**config.mk**
```make
export PLATFORM = sky130hd
export DESIGN_NAME = pc_sequencer_flat
export DESIGN_NICKNAME = d
export VERILOG_FILES = /design/src/rtl/pc_sequencer_if.sv /design/src/rtl/pc_sequencer.sv /design/src/flat_wrapper.sv
export SDC_FILE = /design/constraint.sdc
export NUM_CORES = 1
export LEC_CHECK = 0
export BUFFER_PORTS_ARGS = -buffer_cell sky130_fd_sc_hd__buf_2
export CORE_ASPECT_RATIO = 2
export CORE_MARGIN = 5
export CORE_UTILIZATION = 50
export CTS_CLUSTER_DIAMETER = 100
export DETAILED_ROUTE_END_ITERATION = 7
export GPL_ROUTABILITY_DRIVEN = 0
export PLACE_DENSITY = 0.8
export SKIP_CTS_REPAIR_TIMING = 1
export SYNTH_ARGS = -nofsm -noshare
export SYNTH_HDL_FRONTEND = slang
export SYNTH_SLANG_ARGS = --single-unit
```
**constraint.sdc**
```tcl
create_clock -name clk -period 6.4 [get_ports clk]
set_input_delay 0.96 -clock clk [delete_from_list [all_inputs] [get_ports clk]]
set_output_delay 0.96 -clock clk [all_outputs]
set_load 0.02 [all_outputs]
```
**src/rtl/pc_sequencer_if.sv**
```systemverilog
// Control-unit to PC-sequencer bus: advance/steer inputs and PC/status outputs.
// The control side holds the master modport and the sequencer holds the slave modport.
interface pc_sequencer_if #(
  parameter int XLEN  = 32,
  parameter int CNT_W = 16
);
  logic             next_instruct;
  logic [1:0]       sel;
  logic             branch_taken;
  logic [XLEN-1:0]  imm;
  logic [XLEN-1:0]  rs1;
  logic [CNT_W-1:0] no_instruct;
  logic             restart;
  logic [XLEN-1:0]  address;
  logic [XLEN-1:0]  pc_plus4;
  logic [CNT_W-1:0] retired;
  logic             eof;
  logic             trap;
  logic [XLEN-1:0]  bad_target;

  modport master (
    output next_instruct, sel, branch_taken, imm, rs1, no_instruct, restart,
    input  address, pc_plus4, retired, eof, trap, bad_target
  );

  modport slave (
    input  next_instruct, sel, branch_taken, imm, rs1, no_instruct, restart,
    output address, pc_plus4, retired, eof, trap, bad_target
  );
endinterface

```
**src/rtl/pc_sequencer.sv**
```systemverilog
// Program-counter sequencer: computes the next fetch address, checks alignment,
// counts retired instructions against a limit and reports RUN/HALT/TRAP.
module pc_sequencer #(
  parameter int              XLEN         = 32,
  parameter logic [XLEN-1:0] RESET_VECTOR = '0,
  parameter int              CNT_W        = 16
) (
  input  logic           clk,
  input  logic           rst,
  pc_sequencer_if.slave  bus
);

  typedef enum logic [1:0] {
    ST_RUN  = 2'd0,
    ST_HALT = 2'd1,
    ST_TRAP = 2'd2
  } state_t;

  localparam logic [1:0] SEL_SEQ    = 2'b00;
  localparam logic [1:0] SEL_BRANCH = 2'b01;
  localparam logic [1:0] SEL_JALR   = 2'b10;

  state_t           r_state;
  logic [XLEN-1:0]  r_address;
  logic [CNT_W-1:0] r_retired;
  logic             r_eof;
  logic             r_trap;
  logic [XLEN-1:0]  r_bad_target;

  state_t           w_state_nxt;
  logic [XLEN-1:0]  w_address_nxt;
  logic [CNT_W-1:0] w_retired_nxt;
  logic [XLEN-1:0]  w_bad_target_nxt;
  logic [XLEN-1:0]  w_pc_plus4;
  logic [XLEN-1:0]  w_jalr_sum;
  logic [XLEN-1:0]  w_target;
  logic             w_misaligned;
  logic [CNT_W-1:0] w_retired_inc;

  assign w_pc_plus4    = r_address + XLEN'(4);
  assign w_jalr_sum    = bus.rs1 + bus.imm;
  assign w_retired_inc = r_retired + CNT_W'(1);

  // NOTE: every always_comb output gets a default first so no path can infer a latch.
  always_comb begin
    w_target = r_address;
    unique case (bus.sel)
      SEL_SEQ:    w_target = w_pc_plus4;
      SEL_BRANCH: w_target = bus.branch_taken ? (r_address + bus.imm) : w_pc_plus4;
      SEL_JALR:   w_target = {w_jalr_sum[XLEN-1:1], 1'b0};
      default:    w_target = r_address;
    endcase
  end

  // Hold re-uses the current (always aligned) PC, so it can never trap.
  assign w_misaligned = (bus.sel != 2'b11) && (w_target[1:0] != 2'b00);

  always_comb begin
    w_state_nxt      = r_state;
    w_address_nxt    = r_address;
    w_retired_nxt    = r_retired;
    w_bad_target_nxt = r_bad_target;
    if (bus.restart) begin
      w_state_nxt      = ST_RUN;
      w_address_nxt    = RESET_VECTOR;
      w_retired_nxt    = '0;
      w_bad_target_nxt = '0;
    end else if (r_state == ST_RUN && bus.next_instruct) begin
      if (w_misaligned) begin
        w_state_nxt      = ST_TRAP;
        w_bad_target_nxt = w_target;
      end else begin
        w_address_nxt = w_target;
        w_retired_nxt = w_retired_inc;
        if (bus.no_instruct != '0 && w_retired_inc == bus.no_instruct) begin
          w_state_nxt = ST_HALT;
        end
      end
    end
  end

  // NOTE: sequential state uses non-blocking assignments so all registers update together.
  always_ff @(posedge clk or negedge rst) begin
    if (!rst) begin
      r_state      <= ST_RUN;
      r_address    <= RESET_VECTOR;
      r_retired    <= '0;
      r_eof        <= 1'b0;
      r_trap       <= 1'b0;
      r_bad_target <= '0;
    end else begin
      r_state      <= w_state_nxt;
      r_address    <= w_address_nxt;
      r_retired    <= w_retired_nxt;
      r_eof        <= (w_state_nxt == ST_HALT);
      r_trap       <= (w_state_nxt == ST_TRAP);
      r_bad_target <= w_bad_target_nxt;
    end
  end

  assign bus.address    = r_address;
  assign bus.pc_plus4   = w_pc_plus4;
  assign bus.retired    = r_retired;
  assign bus.eof        = r_eof;
  assign bus.trap       = r_trap;
  assign bus.bad_target = r_bad_target;

endmodule

```
**src/flat_wrapper.sv**
```systemverilog
// flat-port wrapper written by rule: the top's interface ports become plain ports
module pc_sequencer_flat 
#(
  parameter int              XLEN         = 32,
  parameter logic [XLEN-1:0] RESET_VECTOR = '0,
  parameter int              CNT_W        = 16
)
  (clk, rst, bus_next_instruct, bus_sel, bus_branch_taken, bus_imm, bus_rs1, bus_no_instruct, bus_restart, bus_address, bus_pc_plus4, bus_retired, bus_eof, bus_trap, bus_bad_target);
  pc_sequencer_if #(.XLEN(XLEN), .CNT_W(CNT_W)) bus_i ();
  input  logic clk;
  input  logic rst;
  input wire logic [$bits(bus_i.next_instruct)-1:0] bus_next_instruct;
  input wire logic [$bits(bus_i.sel)-1:0] bus_sel;
  input wire logic [$bits(bus_i.branch_taken)-1:0] bus_branch_taken;
  input wire logic [$bits(bus_i.imm)-1:0] bus_imm;
  input wire logic [$bits(bus_i.rs1)-1:0] bus_rs1;
  input wire logic [$bits(bus_i.no_instruct)-1:0] bus_no_instruct;
  input wire logic [$bits(bus_i.restart)-1:0] bus_restart;
  output wire logic [$bits(bus_i.address)-1:0] bus_address;
  output wire logic [$bits(bus_i.pc_plus4)-1:0] bus_pc_plus4;
  output wire logic [$bits(bus_i.retired)-1:0] bus_retired;
  output wire logic [$bits(bus_i.eof)-1:0] bus_eof;
  output wire logic [$bits(bus_i.trap)-1:0] bus_trap;
  output wire logic [$bits(bus_i.bad_target)-1:0] bus_bad_target;
  assign bus_i.next_instruct = bus_next_instruct;
  assign bus_i.sel = bus_sel;
  assign bus_i.branch_taken = bus_branch_taken;
  assign bus_i.imm = bus_imm;
  assign bus_i.rs1 = bus_rs1;
  assign bus_i.no_instruct = bus_no_instruct;
  assign bus_i.restart = bus_restart;
  assign bus_address = bus_i.address;
  assign bus_pc_plus4 = bus_i.pc_plus4;
  assign bus_retired = bus_i.retired;
  assign bus_eof = bus_i.eof;
  assign bus_trap = bus_i.trap;
  assign bus_bad_target = bus_i.bad_target;
  pc_sequencer #(.XLEN(XLEN), .RESET_VECTOR(RESET_VECTOR), .CNT_W(CNT_W)) u_core (.clk(clk), .rst(rst), .bus(bus_i));
endmodule
```
==> Word level (Yosys, flattened, before mapping) <==
Index checks and enable logic that the tools add are counted.
{ "op_classes": {"n_addsub": 4, "eq_ne": 7, "n_mux": 15, "reduce_logical": 11} }
{ "ops": {"columns": ["operator", "count"], "rows": [
  ["2-to-1 mux 32 bit", 7],
  ["case mux 32 bit (3 select lines)", 1],
  ["adder 32 bit", 2],
  ["2-to-1 mux 16 bit", 3],
  ["adder 32 x 3 -> 32 bit, second input constant", 1],
  ["adder 16 x 1 -> 16 bit, second input constant", 1],
  ["equality test 16 bit", 1],
  ["nonzero test 16 bit", 1],
  ["2-to-1 mux 2 bit", 4],
  ["nonzero test 2 bit", 3],
  ["equality test 2 x 1 -> 1 bit, second input constant", 2],
  ["equality test 2 bit, second input constant", 2],
  ["zero test 2 bit", 2],
  ["inequality test 2 bit, second input constant", 2],
  ["AND reduction 2 bit", 2],
  ["logical AND 1 bit", 3]
]} }
{ "word_totals": {"regBits": 84, "output_inout_bits": 114, "wordCells": 43} }

==> Longest topological paths before layout <==
{ "logic_depth": {"ltp_word": 9, "ltp_mapped": 12, "mapped_depth_nobuf": 12} }

==> Worst setup path before layout <==
Ideal clock, no wire load.
{ "synth_path": {"path_type": "input to register", "start": "in bus_imm[0]", "end": "reg u_core.r_address[28] (netlist: u_core.bus.address[28])", "setup_ps": 94, "t_arrival_ps": 3725, "required_time_ps": 6306, "slack_ps": 2581, "stages": 12, "path_buffers": 0, "path_cell_list": "ha_1 > fa_1 > a211oi_1 > nor2_1 > o2111a_1 > a2111oi_2 > a211o_1 > nand2_2 > a221oi_2 > xor2_1 > a221o_1 > a221oi_2"} }
{ "synth_between": {"elab_chain_len": 7, "elab_cells_between_ends": 11, "classes_between": "add/sub: 2; eq/ne: 1; mux: 5; reduce/logical: 3"} }
{ "synth_lines": {"columns": ["element", "line", "source"], "rows": [
  ["start: declaration", "flat_wrapper.sv:15", "input wire logic [$bits(bus_i.imm)-1:0] bus_imm;"],
  ["adder 32 bit", "pc_sequencer.sv:49", "SEL_BRANCH: w_target = bus.branch_taken ? (r_address + bus.imm) : w_pc_plus4;"],
  ["2-to-1 mux 32 bit", "pc_sequencer.sv:49", null],
  ["case mux 32 bit (3 select lines) (*)", "pc_sequencer.sv:47", "unique case (bus.sel)"],
  ["nonzero test 2 bit", "pc_sequencer.sv:56", "assign w_misaligned = (bus.sel != 2'b11) && (w_target[1:0] != 2'b00);"],
  ["logical AND 1 bit", "pc_sequencer.sv:56", null],
  ["inequality test 2 bit (no source line)", null, null],
  ["AND reduction 2 bit (no source line)", null, null],
  ["end signal: assignment", "pc_sequencer.sv:93", "r_address <= w_address_nxt;"],
  ["end: declaration", "pc_sequencer.sv:24", "logic [XLEN-1:0] r_address;"]
]} }
Mark *: on every way between the ends. The rest lies on a longest branch, timed or not. The select of a mux whose other input is x is not followed.
A chain may end at the register's enable or synchronous reset.

==> Worst setup path in the final report <==
{ "layout_path": {"start": "in bus_rs1[4]", "end": "reg u_core.r_address[31] (netlist: u_core.bus.address[31])"} }
{ "layout_between": {"elab_chain_len": 5} }
{ "layout_lines": {"columns": ["element", "line", "source"], "rows": [
  ["start: declaration", "flat_wrapper.sv:16", "input wire logic [$bits(bus_i.rs1)-1:0] bus_rs1;"],
  ["adder 32 bit", "pc_sequencer.sv:41", "assign w_jalr_sum = bus.rs1 + bus.imm;"],
  ["case mux 32 bit (3 select lines)", "pc_sequencer.sv:47", null],
  ["2-to-1 mux 32 bit", "pc_sequencer.sv:69", "if (w_misaligned) begin"],
  ["2-to-1 mux 32 bit", "pc_sequencer.sv:68", "end else if (r_state == ST_RUN && bus.next_instruct) begin"],
  ["2-to-1 mux 32 bit", "pc_sequencer.sv:63", "if (bus.restart) begin"]
]} }
Every way passes these cells. The select of a mux whose other input is x is not followed.

==> flow_summary.ini <==
[floorplanning]
coreArea_mm2 = 0.0172
ios = 201
die_area_mm2 = 0.0203
initial_core_util = 0.507
die_w_um = 103
rows = 68
die-height_um = 197

[cells_and_area]
final_nets = 1430
area.sequential_mm2 = 0.00210
multi_input_area_mm2 = 0.00626
layout-drive-gt1-share = 0.203
instances_no_fill = 1495
stdcell_area_mm2 = 0.0101
areaGrowthSynthToFinish_pct = 15.8
nFillCells = 1652
fin_util = 0.587

[synthesis]
synth_simple_gate_area_frac = 0.213
synthDistinctLibCells = 86
synth_top_family_by_area = compound AO/OA/AOI/OAI gates
synth_compound_area_frac = 0.288
async_reset_ff_frac = 1.00
synth_mux_area_frac = 0.00718
synth_nets = 1267
synthFlopType = dfrtp_1
synth-xor-area-share = 0.115
synth_fa_ha_area_frac = 0.0950
ys_ff_latch = 84
synth_most_common_cell = nand2_1
syn-instance-count = 1115
ys_warn_count = 0
yosysTopAreaCellShare = 0.241
synthTopCellsByArea = dfrtp_1 24%, ha_1 9.0%, xnor2_1 7.8%
seq_area_frac_synth = 0.241
synth_area_mm2 = 0.00872
synth_top_area_cell = dfrtp_1
avgSynthCellArea_um2 = 7.82
synth-edff-count = 0
synth_commonest_cells = 117 x nand2_1, 112 x nor2_1, 92 x a21oi_1

[grt]
first_global_vias = 9420
grt_first_pass_wirelength_um = 47800
gr-usage-all-layers = 0.297
grt-busiest-layer = met2
grt_max_degree = 85
grt_use_met2 = 0.507
grt_use_met3 = 0.0329
grt.overflow.total = 0
antenna_found_initial = 2
met1_usage = 0.337

[timing]
fin_crit_ns = 4.01
max_slew_margin = 0.298
fmax_mhz = 250
period_share = 0.626
final_max_slew_viol_count = 0
rsz0062_at_grt = no
fin_tns_setup_ns = 0
skew_ns = 0.00559
tightest_slew_ns = 1.05
fin_hold_ws_ns = 0.467
setup_viol = 0
finalHoldViolations = 0

[setup_path]
crit_arrival_ns = 4.17
startpoint_type = input port
cp-startpoint = bus_rs1[4]
cp.required_ns = 6.57
worstPathMaxFanout = 6
worstSetupPathType = input port to flip-flop
r2r-start = u_core.bus.address[0]
cp-end-kind = flip-flop

[placement]
dp_hpwl_um = 24200
place_inst = 1477
dpl_cell_area_mm2 = 0.00980
port_buffers = 200

[clock_network]
cts_tree = built
cts.sinks = 84
root_buffer = clkbuf_16
clk_latency_ns = 0.34
cts_max_path_buffers = 2
path_clk_slew_ns = 0.06
ctsHtreeMaxLevel = 3
numCtsBuffers = 9

[routing]
ant_nets = 0
routed_wl_um = 30700
firstDrtPassIters = 6
drc = 0
viasPerCell = 6.36
vias = 9513
wl_per_cell_um = 20.5
drt_iter0_drc = 809

[worst_hold_path]
hold_path.startpoint = u_core.r_state[1]
hp-class = flip-flop to flip-flop

[outcome]
outcome = completed

[power_and_ir_drop]
peakVddDrop_mv = 0.141
power_density_mw_per_mm2 = 212
p_leak_nw = 4.73

[run]
cap_violations = 0
==> stage by stage <==
stage	total power [mW]	setup slack, ns
floorplan	1.32	2.58
global placement	1.61	2.18
detailed placement	1.63	2.14
CTS	2.12	2.48
global route	2.25	2.17
finish	2.14	2.39
==> metal layers <==
metal / part of all wire / vias to the layer above
met4: 0.076 / 0
met2: 0.50 / 530
met3: 0.072 / 167
li1: - / 4439
met5: 0 / -
met1: 0.36 / 4377
==> cell families after synthesis <==
family          after synthesis
compound gates              362
xor+xnor                    114
fa+ha+maj                    65
buf+inv                      88
flops                        84
mux                           6
simple gates                396
==> report_power, final <==
group	internal, mW	switching (mW)	leakage [nW]
combinational	0.360	0.631	3.45
clock	0.295	0.200	0.140
sequential	0.577	0.0739	1.15
==> state kept, by name (all words and copies together) (netlist names) <==
| signal | flops |
|---|---|
| u_core.bus.bad_target | 32 |
| u_core.bus.eof | 1 |
| u_core.bus.trap | 1 |
| u_core.r_state | 2 |
| u_core.bus.address | 32 |
| u_core.bus.retired | 16 |
==> worst max-delay path, stage by stage <==
cell and delay (ns):
buf_2 0.10, ha_1 0.36, a21oi_4 0.22, o21ai_0 0.18, o311ai_1 0.61, nand3_1 0.26
a211oi_1 0.47, o31a_1 0.27, nand2b_1 0.14, mux2i_1 0.16, nor4b_2 0.32, a221oi_1 0.14
==> placed cells by master (no fill, tap or decap), drive strengths merged, types with 9 or more instances in the layout <==
| master | Yosys | final |
|---|---|---|
| nand2 | 119 | 119 |
| ha | 63 | 63 |
| and3 | 12 | 12 |
| a221oi | 17 | 17 |
| a21o | 30 | 30 |
| o21ai | 81 | 81 |
| a211oi | 33 | 33 |
| dfrtp | 84 | 84 |
| clkbuf | 37 | 15 |
| xnor2 | 79 | 79 |
| o21bai | 12 | 12 |
| a31oi | 10 | 10 |
| and2 | 11 | 11 |
| o211ai | 13 | 13 |
| nor2 | 112 | 112 |
| buf | 17 | 206 |
| nand3 | 54 | 54 |
| nor3 | 28 | 28 |
| a21oi | 96 | 96 |
| inv | 33 | 33 |
| or3 | 9 | 9 |
| nand4 | 17 | 17 |
| xor2 | 35 | 35 |
==> path summary, 6_finish.rpt <==
check / to / slack [ns] / cells past startpoint
setup / recovery: u_core.bus.address[31] / 2.39 / 12
hold / removal: u_core.bus.eof / 0.47 / 1
setup reg to reg: u_core.bus.address[28] / 2.61 / 12
hold reg to reg: u_core.bus.eof / 0.47 / 1
max in group asynchronous: u_core.bus.address[23] / 4.92 / 1
min in group asynchronous: u_core.bus.bad_target[2] / 0.80 / 1
==> final cells by class <==
type	instances	area share
multi-input combinational	943	0.621
sequential	84	0.208
timing repair buffer	206	0.104
clock buffer	15	0.0275
tap	210	0.0260
inverter	34	0.0126
clock inverter	1	0.000496
antenna	2	0.000496
(Power assumes the default switching activity.)
